### src/rtl/pc_gen_if.sv
// Fetch/execute handshake bundle for pc_gen: PC offer to fetch, resolved-instruction
// intake from execute, and status/counter outputs.
interface pc_gen_if #(
  parameter int XLEN  = 32,
  parameter int CNT_W = 32
);
  logic [XLEN-1:0]  io_pc;
  logic             io_pc_valid;
  logic             io_pc_ready;
  logic             io_in_valid;
  logic             io_in_ready;
  logic [31:0]      io_instruction;
  logic [XLEN-1:0]  io_rs1_data;
  logic [XLEN-1:0]  io_rs2_data;
  logic [3:0]       io_pc_next_type;
  logic             io_trap;
  logic [XLEN-1:0]  io_trap_vector;
  logic             io_halted;
  logic             io_error;
  logic [1:0]       io_err_cause;
  logic [CNT_W-1:0] io_retired;
  logic [CNT_W-1:0] io_taken;

  modport master (
    output io_pc, io_pc_valid, io_in_ready, io_halted, io_error, io_err_cause,
           io_retired, io_taken,
    input  io_pc_ready, io_in_valid, io_instruction, io_rs1_data, io_rs2_data,
           io_pc_next_type, io_trap, io_trap_vector
  );

  modport slave (
    input  io_pc, io_pc_valid, io_in_ready, io_halted, io_error, io_err_cause,
           io_retired, io_taken,
    output io_pc_ready, io_in_valid, io_instruction, io_rs1_data, io_rs2_data,
           io_pc_next_type, io_trap, io_trap_vector
  );
endinterface

### src/rtl/pc_gen.sv
// Architectural PC owner: offers the PC to fetch, takes one resolved instruction from
// execute, and computes the next PC for RV32I jal/jalr/branches with trap/halt/error.
module pc_gen #(
  parameter int              XLEN         = 32,
  parameter logic [XLEN-1:0] RESET_VECTOR = XLEN'(32'h8000_0000),
  parameter bit              C_EXT        = 1'b0,
  parameter int              CNT_W        = 32
) (
  input  logic      clock,
  input  logic      reset,
  pc_gen_if.master  bus
);

  typedef enum logic [1:0] {S_FETCH, S_EXEC, S_HALT, S_ERROR} state_t;

  localparam logic [3:0] T_SEQ  = 4'd0;
  localparam logic [3:0] T_JAL  = 4'd1;
  localparam logic [3:0] T_JALR = 4'd2;
  localparam logic [3:0] T_UNK  = 4'd3;
  localparam logic [3:0] T_HALT = 4'd4;
  localparam logic [3:0] T_BNE  = 4'd5;
  localparam logic [3:0] T_BEQ  = 4'd6;
  localparam logic [3:0] T_BGE  = 4'd7;
  localparam logic [3:0] T_BGEU = 4'd8;
  localparam logic [3:0] T_BLT  = 4'd9;
  localparam logic [3:0] T_BLTU = 4'd10;

  localparam logic [1:0] CAUSE_NONE  = 2'd0;
  localparam logic [1:0] CAUSE_TYPE  = 2'd1;
  localparam logic [1:0] CAUSE_ALIGN = 2'd2;

  localparam logic [XLEN-1:0]  PC_STEP   = XLEN'(4);
  localparam logic [XLEN-1:0]  LSB_CLEAR = ~XLEN'(1);
  localparam logic [CNT_W-1:0] CNT_ONE   = CNT_W'(1);

  function automatic logic signed [XLEN-1:0] imm_i(input logic [31:0] i);
    return {{(XLEN-12){i[31]}}, i[31:20]};
  endfunction

  function automatic logic signed [XLEN-1:0] imm_j(input logic [31:0] i);
    return {{(XLEN-20){i[31]}}, i[19:12], i[20], i[30:21], 1'b0};
  endfunction

  function automatic logic signed [XLEN-1:0] imm_b(input logic [31:0] i);
    return {{(XLEN-12){i[31]}}, i[7], i[30:25], i[11:8], 1'b0};
  endfunction

  function automatic logic branch_taken(input logic [3:0] ty,
                                        input logic signed [XLEN-1:0] a,
                                        input logic signed [XLEN-1:0] b);
    logic r;
    r = 1'b0;
    case (ty)
      T_BNE:   r = (a != b);
      T_BEQ:   r = (a == b);
      T_BGE:   r = (a >= b);
      T_BGEU:  r = ($unsigned(a) >= $unsigned(b));
      T_BLT:   r = (a < b);
      T_BLTU:  r = ($unsigned(a) < $unsigned(b));
      default: r = 1'b0;
    endcase
    return r;
  endfunction

  function automatic logic misaligned(input logic [XLEN-1:0] t);
    return C_EXT ? t[0] : (t[1:0] != 2'b00);
  endfunction

  function automatic logic reserved_type(input logic [3:0] ty);
    return (ty == T_UNK) || (ty >= 4'd11);
  endfunction

  state_t                 state_q, state_d;
  logic [XLEN-1:0]        pc_q, pc_d;
  logic [1:0]             cause_q, cause_d;
  logic [CNT_W-1:0]       retired_q, retired_d;
  logic [CNT_W-1:0]       taken_q, taken_d;

  logic [XLEN-1:0]        target;
  logic                   redirect;
  logic [3:0]             ntype;
  logic [31:0]            instr;
  logic signed [XLEN-1:0] rs1_s, rs2_s;
  logic                   unused_opcode;

  assign ntype = bus.io_pc_next_type;
  assign instr = bus.io_instruction;
  assign rs1_s = bus.io_rs1_data;
  assign rs2_s = bus.io_rs2_data;
  // The opcode field carries no information here; the type input already decodes it.
  assign unused_opcode = ^instr[6:0];

  // Candidate target and whether it counts as a taken control transfer.
  always_comb begin
    target   = pc_q + PC_STEP;
    redirect = 1'b0;
    case (ntype)
      T_SEQ: begin
        target = pc_q + PC_STEP;
      end
      T_JAL: begin
        target   = pc_q + $unsigned(imm_j(instr));
        redirect = 1'b1;
      end
      T_JALR: begin
        target   = $unsigned(rs1_s + imm_i(instr)) & LSB_CLEAR;
        redirect = 1'b1;
      end
      T_BNE, T_BEQ, T_BGE, T_BGEU, T_BLT, T_BLTU: begin
        if (branch_taken(ntype, rs1_s, rs2_s)) begin
          target   = pc_q + $unsigned(imm_b(instr));
          redirect = 1'b1;
        end
      end
      default: begin
        target   = pc_q + PC_STEP;
        redirect = 1'b0;
      end
    endcase
  end

  always_comb begin
    state_d   = state_q;
    pc_d      = pc_q;
    cause_d   = cause_q;
    retired_d = retired_q;
    taken_d   = taken_q;
    case (state_q)
      S_FETCH: begin
        if (bus.io_pc_ready) state_d = S_EXEC;
      end
      S_EXEC: begin
        if (bus.io_in_valid) begin
          retired_d = retired_q + CNT_ONE;
          // Trap wins over everything, including a reserved or halt type.
          if (bus.io_trap) begin
            pc_d    = bus.io_trap_vector;
            state_d = S_FETCH;
          end else if (reserved_type(ntype)) begin
            state_d = S_ERROR;
            cause_d = CAUSE_TYPE;
          end else if (ntype == T_HALT) begin
            state_d = S_HALT;
          end else if (misaligned(target)) begin
            state_d = S_ERROR;
            cause_d = CAUSE_ALIGN;
          end else begin
            pc_d    = target;
            state_d = S_FETCH;
            if (redirect) taken_d = taken_q + CNT_ONE;
          end
        end
      end
      default: begin
        state_d = state_q;
      end
    endcase
  end

  always_ff @(posedge clock or negedge reset) begin
    if (!reset) begin
      state_q   <= S_FETCH;
      pc_q      <= RESET_VECTOR;
      cause_q   <= CAUSE_NONE;
      retired_q <= '0;
      taken_q   <= '0;
    end else begin
      state_q   <= state_d;
      pc_q      <= pc_d;
      cause_q   <= cause_d;
      retired_q <= retired_d;
      taken_q   <= taken_d;
    end
  end

  assign bus.io_pc        = pc_q;
  assign bus.io_pc_valid  = (state_q == S_FETCH);
  assign bus.io_in_ready  = (state_q == S_EXEC);
  assign bus.io_halted    = (state_q == S_HALT);
  assign bus.io_error     = (state_q == S_ERROR);
  assign bus.io_err_cause = cause_q;
  assign bus.io_retired   = retired_q;
  assign bus.io_taken     = taken_q;

endmodule

### src/flat_wrapper.sv
// flat-port wrapper written by rule: the top's interface ports become plain ports
module pc_gen_flat 
#(
  parameter int              XLEN         = 32,
  parameter logic [XLEN-1:0] RESET_VECTOR = XLEN'(32'h8000_0000),
  parameter bit              C_EXT        = 1'b0,
  parameter int              CNT_W        = 32
)
  (clock, reset, bus_io_pc, bus_io_pc_valid, bus_io_in_ready, bus_io_halted, bus_io_error, bus_io_err_cause, bus_io_retired, bus_io_taken, bus_io_pc_ready, bus_io_in_valid, bus_io_instruction, bus_io_rs1_data, bus_io_rs2_data, bus_io_pc_next_type, bus_io_trap, bus_io_trap_vector);
  pc_gen_if #(.XLEN(XLEN), .CNT_W(CNT_W)) bus_i ();
  input  logic clock;
  input  logic reset;
  output wire logic [$bits(bus_i.io_pc)-1:0] bus_io_pc;
  output wire logic [$bits(bus_i.io_pc_valid)-1:0] bus_io_pc_valid;
  output wire logic [$bits(bus_i.io_in_ready)-1:0] bus_io_in_ready;
  output wire logic [$bits(bus_i.io_halted)-1:0] bus_io_halted;
  output wire logic [$bits(bus_i.io_error)-1:0] bus_io_error;
  output wire logic [$bits(bus_i.io_err_cause)-1:0] bus_io_err_cause;
  output wire logic [$bits(bus_i.io_retired)-1:0] bus_io_retired;
  output wire logic [$bits(bus_i.io_taken)-1:0] bus_io_taken;
  input wire logic [$bits(bus_i.io_pc_ready)-1:0] bus_io_pc_ready;
  input wire logic [$bits(bus_i.io_in_valid)-1:0] bus_io_in_valid;
  input wire logic [$bits(bus_i.io_instruction)-1:0] bus_io_instruction;
  input wire logic [$bits(bus_i.io_rs1_data)-1:0] bus_io_rs1_data;
  input wire logic [$bits(bus_i.io_rs2_data)-1:0] bus_io_rs2_data;
  input wire logic [$bits(bus_i.io_pc_next_type)-1:0] bus_io_pc_next_type;
  input wire logic [$bits(bus_i.io_trap)-1:0] bus_io_trap;
  input wire logic [$bits(bus_i.io_trap_vector)-1:0] bus_io_trap_vector;
  assign bus_io_pc = bus_i.io_pc;
  assign bus_io_pc_valid = bus_i.io_pc_valid;
  assign bus_io_in_ready = bus_i.io_in_ready;
  assign bus_io_halted = bus_i.io_halted;
  assign bus_io_error = bus_i.io_error;
  assign bus_io_err_cause = bus_i.io_err_cause;
  assign bus_io_retired = bus_i.io_retired;
  assign bus_io_taken = bus_i.io_taken;
  assign bus_i.io_pc_ready = bus_io_pc_ready;
  assign bus_i.io_in_valid = bus_io_in_valid;
  assign bus_i.io_instruction = bus_io_instruction;
  assign bus_i.io_rs1_data = bus_io_rs1_data;
  assign bus_i.io_rs2_data = bus_io_rs2_data;
  assign bus_i.io_pc_next_type = bus_io_pc_next_type;
  assign bus_i.io_trap = bus_io_trap;
  assign bus_i.io_trap_vector = bus_io_trap_vector;
  pc_gen #(.XLEN(XLEN), .RESET_VECTOR(RESET_VECTOR), .C_EXT(C_EXT), .CNT_W(CNT_W)) u_core (.clock(clock), .reset(reset), .bus(bus_i));
endmodule
### config.mk
export PLATFORM = sky130hd
export DESIGN_NAME = pc_gen_flat
export DESIGN_NICKNAME = d
export VERILOG_FILES = /design/src/rtl/pc_gen_if.sv /design/src/rtl/pc_gen.sv /design/src/flat_wrapper.sv
export SDC_FILE = /design/constraint.sdc
export NUM_CORES = 1
export LEC_CHECK = 0
export BUFFER_PORTS_ARGS = -buffer_cell sky130_fd_sc_hd__clkbuf_2
export CORE_UTILIZATION = 30
export DETAILED_ROUTE_END_ITERATION = 8
export PLACE_DENSITY = 0.58
export SETUP_SLACK_MARGIN = 0.5
export SLEW_MARGIN = 20
export SYNTH_ARGS = -nofsm -noshare
export SYNTH_HDL_FRONTEND = slang
export SYNTH_SLANG_ARGS = --single-unit
### constraint.sdc
create_clock -name clock -period 9.8 [get_ports clock]
set_input_delay 0.49 -clock clock [delete_from_list [all_inputs] [get_ports clock]]
set_output_delay 0.49 -clock clock [all_outputs]
set_load 0.01 [all_outputs]
==> results of run 1 <==
final timing paths:
kind	endpoint	cells past startpoint
setup / recovery	u_core.bus.io_pc[24]	13
hold / removal	u_core.bus.io_taken[12]	1
setup reg to reg	u_core.bus.io_pc[29]	12
hold reg to reg	u_core.bus.io_taken[31]	1
max in group asynchronous	u_core.bus.io_retired[6]	2
min in group clock	u_core.bus.io_pc[1]	2
kinds of logic (layout without fill, tap and decap cells):
| family | count (synthesis) | count (layout) | share of synthesized area, % |
|---|---|---|---|
| buf+inv | 124 | 327 | 4.597 |
| fa+ha+maj | 111 | 111 | 13.26 |
| compound gates | 405 | 405 | 25.42 |
| xor+xnor | 163 | 163 | 13.41 |
| mux | 6 | 6 | 0.6231 |
| flops | 100 | 100 | 23.52 |
| simple gates | 418 | 418 | 19.16 |
registers in the layout, indices dropped and copies added (netlist names):
register / flops
u_core.bus.io_taken: 32
u_core.bus.io_pc: 32
u_core.bus.io_retired: 32
u_core.bus.io_err_cause: 2
u_core.state_q: 2
stage by stage:
step | instance area [um2] | hold slack, ns | worst slack [ns] | power, W
after global routing | 12570 | 0.1674 | 3.950 | 0.002762
after CTS | 12570 | 0.1451 | 4.224 | 0.002564
after floorplan | 10640 | 0.1944 | 6.247 | 0.001709
final | 12570 | 0.1279 | 4.285 | 0.002556
after global placement | 12260 | 0.4589 | 3.903 | 0.002136
after detailed placement | 12260 | 0.4613 | 3.833 | 0.002154
power breakdown:
part | internal [W] | switching (W)
Sequential | 0.000494 | 0.000163
Clock | 0.000205 | 0.000188
Combinational | 0.000642 | 0.000864
final cells by class:
type	count	area, um2	area share (%)
clock buffer	10	229.0	1.821
clock inverter	6	80.08	0.6370
inverter	68	255.2	2.030
multi-input combinational	1103	7685	61.13
sequential	100	2504	19.92
tap	455	569.3	4.529
timing repair buffer	243	1249	9.933
cell usage after synthesis (6+ instances only):
| cell | count | area, um2 |
|---|---|---|
| o211ai_1 | 9 | 67.56 |
| nor3_1 | 25 | 125.1 |
| and4_1 | 8 | 70.07 |
| dfrtp_1 | 99 | 2477 |
| nor2_1 | 93 | 349.1 |
| nand2_1 | 122 | 457.9 |
| o21bai_1 | 15 | 112.6 |
| a21o_1 | 39 | 292.8 |
| a22o_1 | 6 | 52.55 |
| nor4_1 | 9 | 56.30 |
| ha_1 | 108 | 1351 |
| xor2_1 | 63 | 551.8 |
| a2111oi_0 | 6 | 52.55 |
| a221oi_1 | 17 | 148.9 |
| clkbuf_1 | 47 | 176.4 |
| a31oi_1 | 10 | 62.56 |
| a211oi_1 | 18 | 135.1 |
| o22ai_1 | 10 | 62.56 |
| o21a_1 | 10 | 75.07 |
| o221ai_1 | 6 | 52.55 |
| nand4_1 | 24 | 150.1 |
| and2_1 | 9 | 56.30 |
| nand2b_1 | 14 | 87.58 |
| o21ai_0 | 77 | 385.4 |
| o31ai_1 | 16 | 120.1 |
| and3_1 | 24 | 150.1 |
| xnor2_1 | 100 | 875.8 |
| inv_1 | 68 | 255.2 |
| nand3_1 | 62 | 310.3 |
| buf_2 | 7 | 35.03 |
| a21oi_1 | 110 | 550.5 |
worst reg2reg max path, cell delays in order (launching register included):
cell and delay (ns):
dfrtp_1 0.46, ha_1 0.50, nand4_1 0.18, a21oi_1 0.27
o21ai_0 0.17, a31oi_1 0.32, o22ai_1 0.28, o31ai_1 0.60
a21oi_1 0.16, xor2_1 0.18, o22ai_1 0.10, a211oi_1 0.28
o31ai_1 0.11
metal layers:
| metal | global-route usage, % | vias to the layer above | wire length (um) |
|---|---|---|---|
| li1 | - | 5267 | - |
| met1 | 26.89 | 5036 | 16890 |
| met2 | 32.77 | 306 | 16490 |
| met3 | 3.055 | 34 | 2070 |
| met4 | 4.800 | 0 | 569 |
| met5 | 0 | - | 0 |
==> out/metrics.yaml, run 1 <==
setup_path:
  crit_start: "bus_io_rs1_data[31]"
  slowest_delay_ns: 0.91
  cp.arrival_ns: 5.77
  cp_num_buf_inv: 2
  crit_path_top_delay_cell: "nor4_4"
  setup.worst_path.end_class: "flop"
  path_cells: "clkbuf_2, ha_1, nand4_1, nor4_2, nand3_1, nand2_1, mux2_2, nor2_1, nor4_4, nand3_1, a31oi_4, buf_4, mux2_2"
  critPathMaxFanout: 35
  rrSetupSlack_ns: 6.08
  setup.worst_path.class: "primary input to flop"
  cp.required_ns: 10.05
  path_delay_family: "simple AND/OR/NAND/NOR gates"
  cp-start-kind: "primary input"
  rr_startpoint: "u_core.bus.io_pc[5]"
synthesis:
  synth_warnings: 0
  ys_ff_latch: 100
  ys.flop_type: "dfrtp_1"
  synth_cell_types: 79
  synth_area_um2: 10640
  syn_inst: 1327
  async_reset_ff_share_pct: 100.0
  synth_fp_nets: 1575
  avgSynthCellArea_um2: 8.020
  yosysSeqAreaShare_pct: 23.52
  synth_edf_count: 0
global_route:
  gr-total-overflow: 0
  grtUsageTotal_pct: 19.84
  grt_pass1_vias: 10110
  grt_max_degree: 60
  antenna_found_initial: 0
  grt_pass1_wl_um: 56340
placed_design:
  dp_hpwl_um: 28150
  io_buffers: 231
  dp.cells: 1969
  globalplace.congestion: 0.8883
pwr:
  pwr_density_cell_nw_per_um2: 203.3
  p_leak_nw: 6.051
  irDropWorstVdd_mv: 0.07742
min_path:
  worstHoldPathType: "primary input to asynchronous set/reset pin"
clock_network:
  clk_pin_slew_ns: 0.08
  root_buffer: "clkbuf_16"
  cts_sinks: 100
  htree_levels: 3
  post_cts_buffers: 0
  cts_buffers: 9
  clockBufferDepth: 2
  cts_tree: "yes"
  cts_resized: 0
  cts_hold_buf: 0
  clock_latency_ns: 0.39
sta:
  slew_headroom_pct: 31.83
  rsz0062_at_grt: "false"
  min_period_over_period_pct: 56.28
  finalHoldViolations: 0
  clock_skew_ns: 0.03794
  tightest_slew_ns: 1.015
  report.final.slew_viol_count: 0
  setup_viol: 0
  post-route-min-period_ns: 5.515
  finalSetupTns_ns: 0
  max_freq_mhz: 181.3
finish:
  fillers: 3667
  final_cell_mix: "clkbuf_2 (230), nand2_1 (122), a21oi_1 (110)"
  antennaDiodeCount: 0
  final_util_pct: 36.21
  drive_gt1_share_pct: 18.63
  stdcell_count: 1985
  area_growth_pct: 18.12
  final_nets: 1773
  final_common_cell: "clkbuf_2"
outcome:
  status: "completed"
floorplan:
  core-area_um2: 34710
  rows: 68
  die_h_um: 190.4
  die_area_um2: 36230
  dieWidth_um: 190.4
  num_io_pins: 239
  initial_core_util_pct: 30.66
routing:
  routed_wl_um: 36020
  vias: 10640
  wl_per_cell_um: 18.14
  remaining_drc_errors: 0
  viasPerCell: 5.362
  drtAntennaViolNets: 0
  drt-initial-drc-count: 587
  dr.pass1.iters: 5
run:
  cap_violations: 0
Note: power is estimated with default switching activity, not from simulation.
==> run 2, diff against run 1 <==
- clock period: 9.8 -> 5.5 ns (I/O delays scaled with it)
==> run 2 against run 1 <==
Net effect: cell count up 0.65%; critical path type unchanged; register-to-register slack got worse by 4.5 ns; clock skew decreased by 0.025 ns; critical path depth is 2 higher; setup slack lost 2.8 ns.
==> out/metrics.yaml, run 2 (same netlist as run 1, synthesis figures left out) <==
clock_network:
  post_cts_buffers: 0  # unchanged
  cts_buffers: 9  # unchanged
  htree_levels: 3  # unchanged
  cts_tree: "yes"  # unchanged
  cts_hold_buf: 0  # unchanged
  root_buffer: "clkbuf_16"  # unchanged
  clock_latency_ns: 0.37  # was 0.39 ns
  clockBufferDepth: 2  # unchanged
  clk_pin_slew_ns: 0.08  # about the same
  cts_sinks: 100  # unchanged
  cts_resized: 0  # unchanged
sta:
  report.final.slew_viol_count: 0  # unchanged
  setup_viol: 0  # unchanged
  post-route-min-period_ns: 4.001
  max_freq_mhz: 250.0
  clock_skew_ns: 0.01286  # was 0.03794 ns
  setup_ws_ns: 1.499  # was 4.285 ns
  min_period_over_period_pct: 72.74
  slew_headroom_pct: 40.76  # was 31.83%
  rsz0062_at_grt: "false"  # unchanged
  tightest_slew_ns: 0.8886  # was 1.015 ns
  finalHoldViolations: 0  # unchanged
  finalSetupTns_ns: 0  # unchanged
pwr:
  pwr_density_cell_nw_per_um2: 357.7  # was 203.3 nW/um2
  p_int_w: 0.002357  # was 0.001341 W
  power_switching_w: 0.002175  # was 0.001215 W
  combinationalPowerShare_pct: 60.1  # was 58.9%
  power.share.switching_pct: 47.99  # was 47.54%
  power_frac_clock_pct: 14.3  # was 15.4%
  p_leak_nw: 6.112  # was 6.051 nW
  irDropWorstVdd_mv: 0.1439  # was 0.07742 mV
  pwr-share-seq_pct: 25.7  # about the same
placed_design:
  dp_hpwl_um: 28810  # was 28150 um
  dp.cells: 1981  # was 1969
  globalplace.congestion: 0.8936  # was 0.8883
  placement.setup.worst_slack_ns: 1.084  # was 3.833 ns
  io_buffers: 231  # unchanged
  postPlaceCellArea_um2: 12380  # was 12260 um2
setup_path:
  rr_startpoint: "u_core.bus.io_pc[7]"  # was u_core.bus.io_pc[5]
  cp-start-kind: "primary input"  # unchanged
  crit_start: "bus_io_rs2_data[11]"  # was bus_io_rs1_data[31]
  setup.worst_path.end_class: "flop"  # unchanged
  rrSetupSlack_ns: 1.59  # was 6.08 ns
  critPathMaxFanout: 20  # was 35
  setup.worst_path.class: "primary input to flop"  # unchanged
  cp.required_ns: 5.75  # was 10.05 ns
  endpoint: "u_core.bus.io_pc[19]"  # was u_core.bus.io_pc[24]
  r2r-end: "u_core.bus.io_pc[29]"  # unchanged
  cp.arrival_ns: 4.25  # was 5.77 ns
  r2r_cells: 12  # unchanged
routing:
  wl_met1_um: 17020  # was 16890 um
  drt-initial-drc-count: 529  # was 587
  viasPerCell: 5.399  # was 5.362
  dr_wl_met2_um: 16730  # was 16490 um
  drtAntennaViolNets: 0  # unchanged
  routed_wl_um: 36620  # was 36020 um
  remaining_drc_errors: 0  # unchanged
  wl_met3_um: 2106  # was 2070 um
  vias: 10790  # was 10640
  dr.pass1.iters: 5  # unchanged
  top_layer: "met5"  # was met4
  wl_per_cell_um: 18.33  # was 18.14 um
finish:
  fillers: 3745  # was 3667
  final_nets: 1785  # was 1773
  final_cell_mix: "clkbuf_2 (230), nand2_1 (122), a21oi_1 (110)"  # unchanged
  drive_gt1_share_pct: 19.27  # was 18.63%
  final_common_cell: "clkbuf_2"  # unchanged
  final_util_pct: 36.50  # was 36.21%
  stdcell_count: 1998  # was 1985
  fin_area_um2: 12670  # was 12570 um2
  area_growth_pct: 19.05  # was 18.12%
global_route:
  gr-total-overflow: 0  # unchanged
  antenna_found_initial: 2  # was 0
  grt_max_degree: 62  # was 60
  grt_pass1_wl_um: 56970  # was 56340 um
  grt_pass1_vias: 10300  # was 10110
  grtUsageTotal_pct: 20.09  # was 19.84%
min_path:
  worstHoldPathType: "primary input to asynchronous set/reset pin"  # unchanged
floorplan:
  num_io_pins: 239  # unchanged
  dieWidth_um: 190.4  # unchanged
  die_h_um: 190.4  # unchanged
  die_area_um2: 36230  # unchanged
  core-area_um2: 34710  # unchanged
  rows: 68  # unchanged
  initial_core_util_pct: 30.66  # unchanged
outcome:
  status: "completed"  # unchanged
run:
  cap_violations: 0  # unchanged
## run 2: final cells by class
| type | instances | area (um2) | share of cell area (%) |
|---|---|---|---|
| diodes | 2 | 5.005 | 0.03950 |
| clock buffers | 9 | 225.2 | 1.778 |
| clock inverters | 6 | 56.30 | 0.4444 |
| inverters | 68 | 255.2 | 2.015 |
| multi-input cells | 1103 | 7691 | 60.70 |
| flip-flops and latches | 100 | 2504 | 19.76 |
| well taps | 455 | 569.3 | 4.493 |
| repair buffers | 255 | 1364 | 10.76 |
## run 2: worst max-delay path: stages
cell and delay (ns):
clkbuf_2 0.08, inv_1 0.04, ha_1 0.30, a21oi_1 0.14, o21ai_0 0.13, a221oi_1 0.40
buf_4 0.21, o2111ai_2 0.22, or3_1 0.41, a211oi_1 0.66, or4_1 0.37, buf_4 0.29
nor3_1 0.07, a2111oi_0 0.52, o31ai_1 0.11
## run 2: metal layers
layer,global-route usage (%),vias up
li1,-,5296
met1,27.05,5099
met2,33.40,348
met3,2.779,43
met4,5.354,2
met5,0,-
## run 2: power groups by stage
stage / Sequential [W] / Combinational (W) / Clock [W]
6_report: 0.00116 / 0.00272 / 0.000647
5_1_grt: 0.00119 / 0.00302 / 0.000695
4_1_cts: 0.00116 / 0.00271 / 0.000676
3_5_place_dp: 0.00117 / 0.00269 / 0
3_3_place_gp: 0.00117 / 0.00265 / 0
2_1_floorplan: 0.00115 / 0.00189 / 0
## run 2: per-stage QoR
stage	power [W]	hold WS (ns)
final	0.004532	0.01971
after global routing	0.004902	0.07714
after CTS	0.004541	0.04567
after detailed placement	0.003862	0.4507
after global placement	0.003823	0.4560
after floorplan	0.003045	-0.02059
## run 2: how the worst min path moves through the flow
| stage | from | endpoint |
|---|---|---|
| detailed placement | reset | u_core.bus.io_taken[11] |
| CTS | reset | u_core.bus.io_taken[11] |
| finish | reset | u_core.bus.io_taken[12] |
| floorplan | reset | u_core.bus.io_err_cause[0] |
| global route | reset | u_core.bus.io_taken[12] |
| global placement | reset | u_core.bus.io_taken[11] |
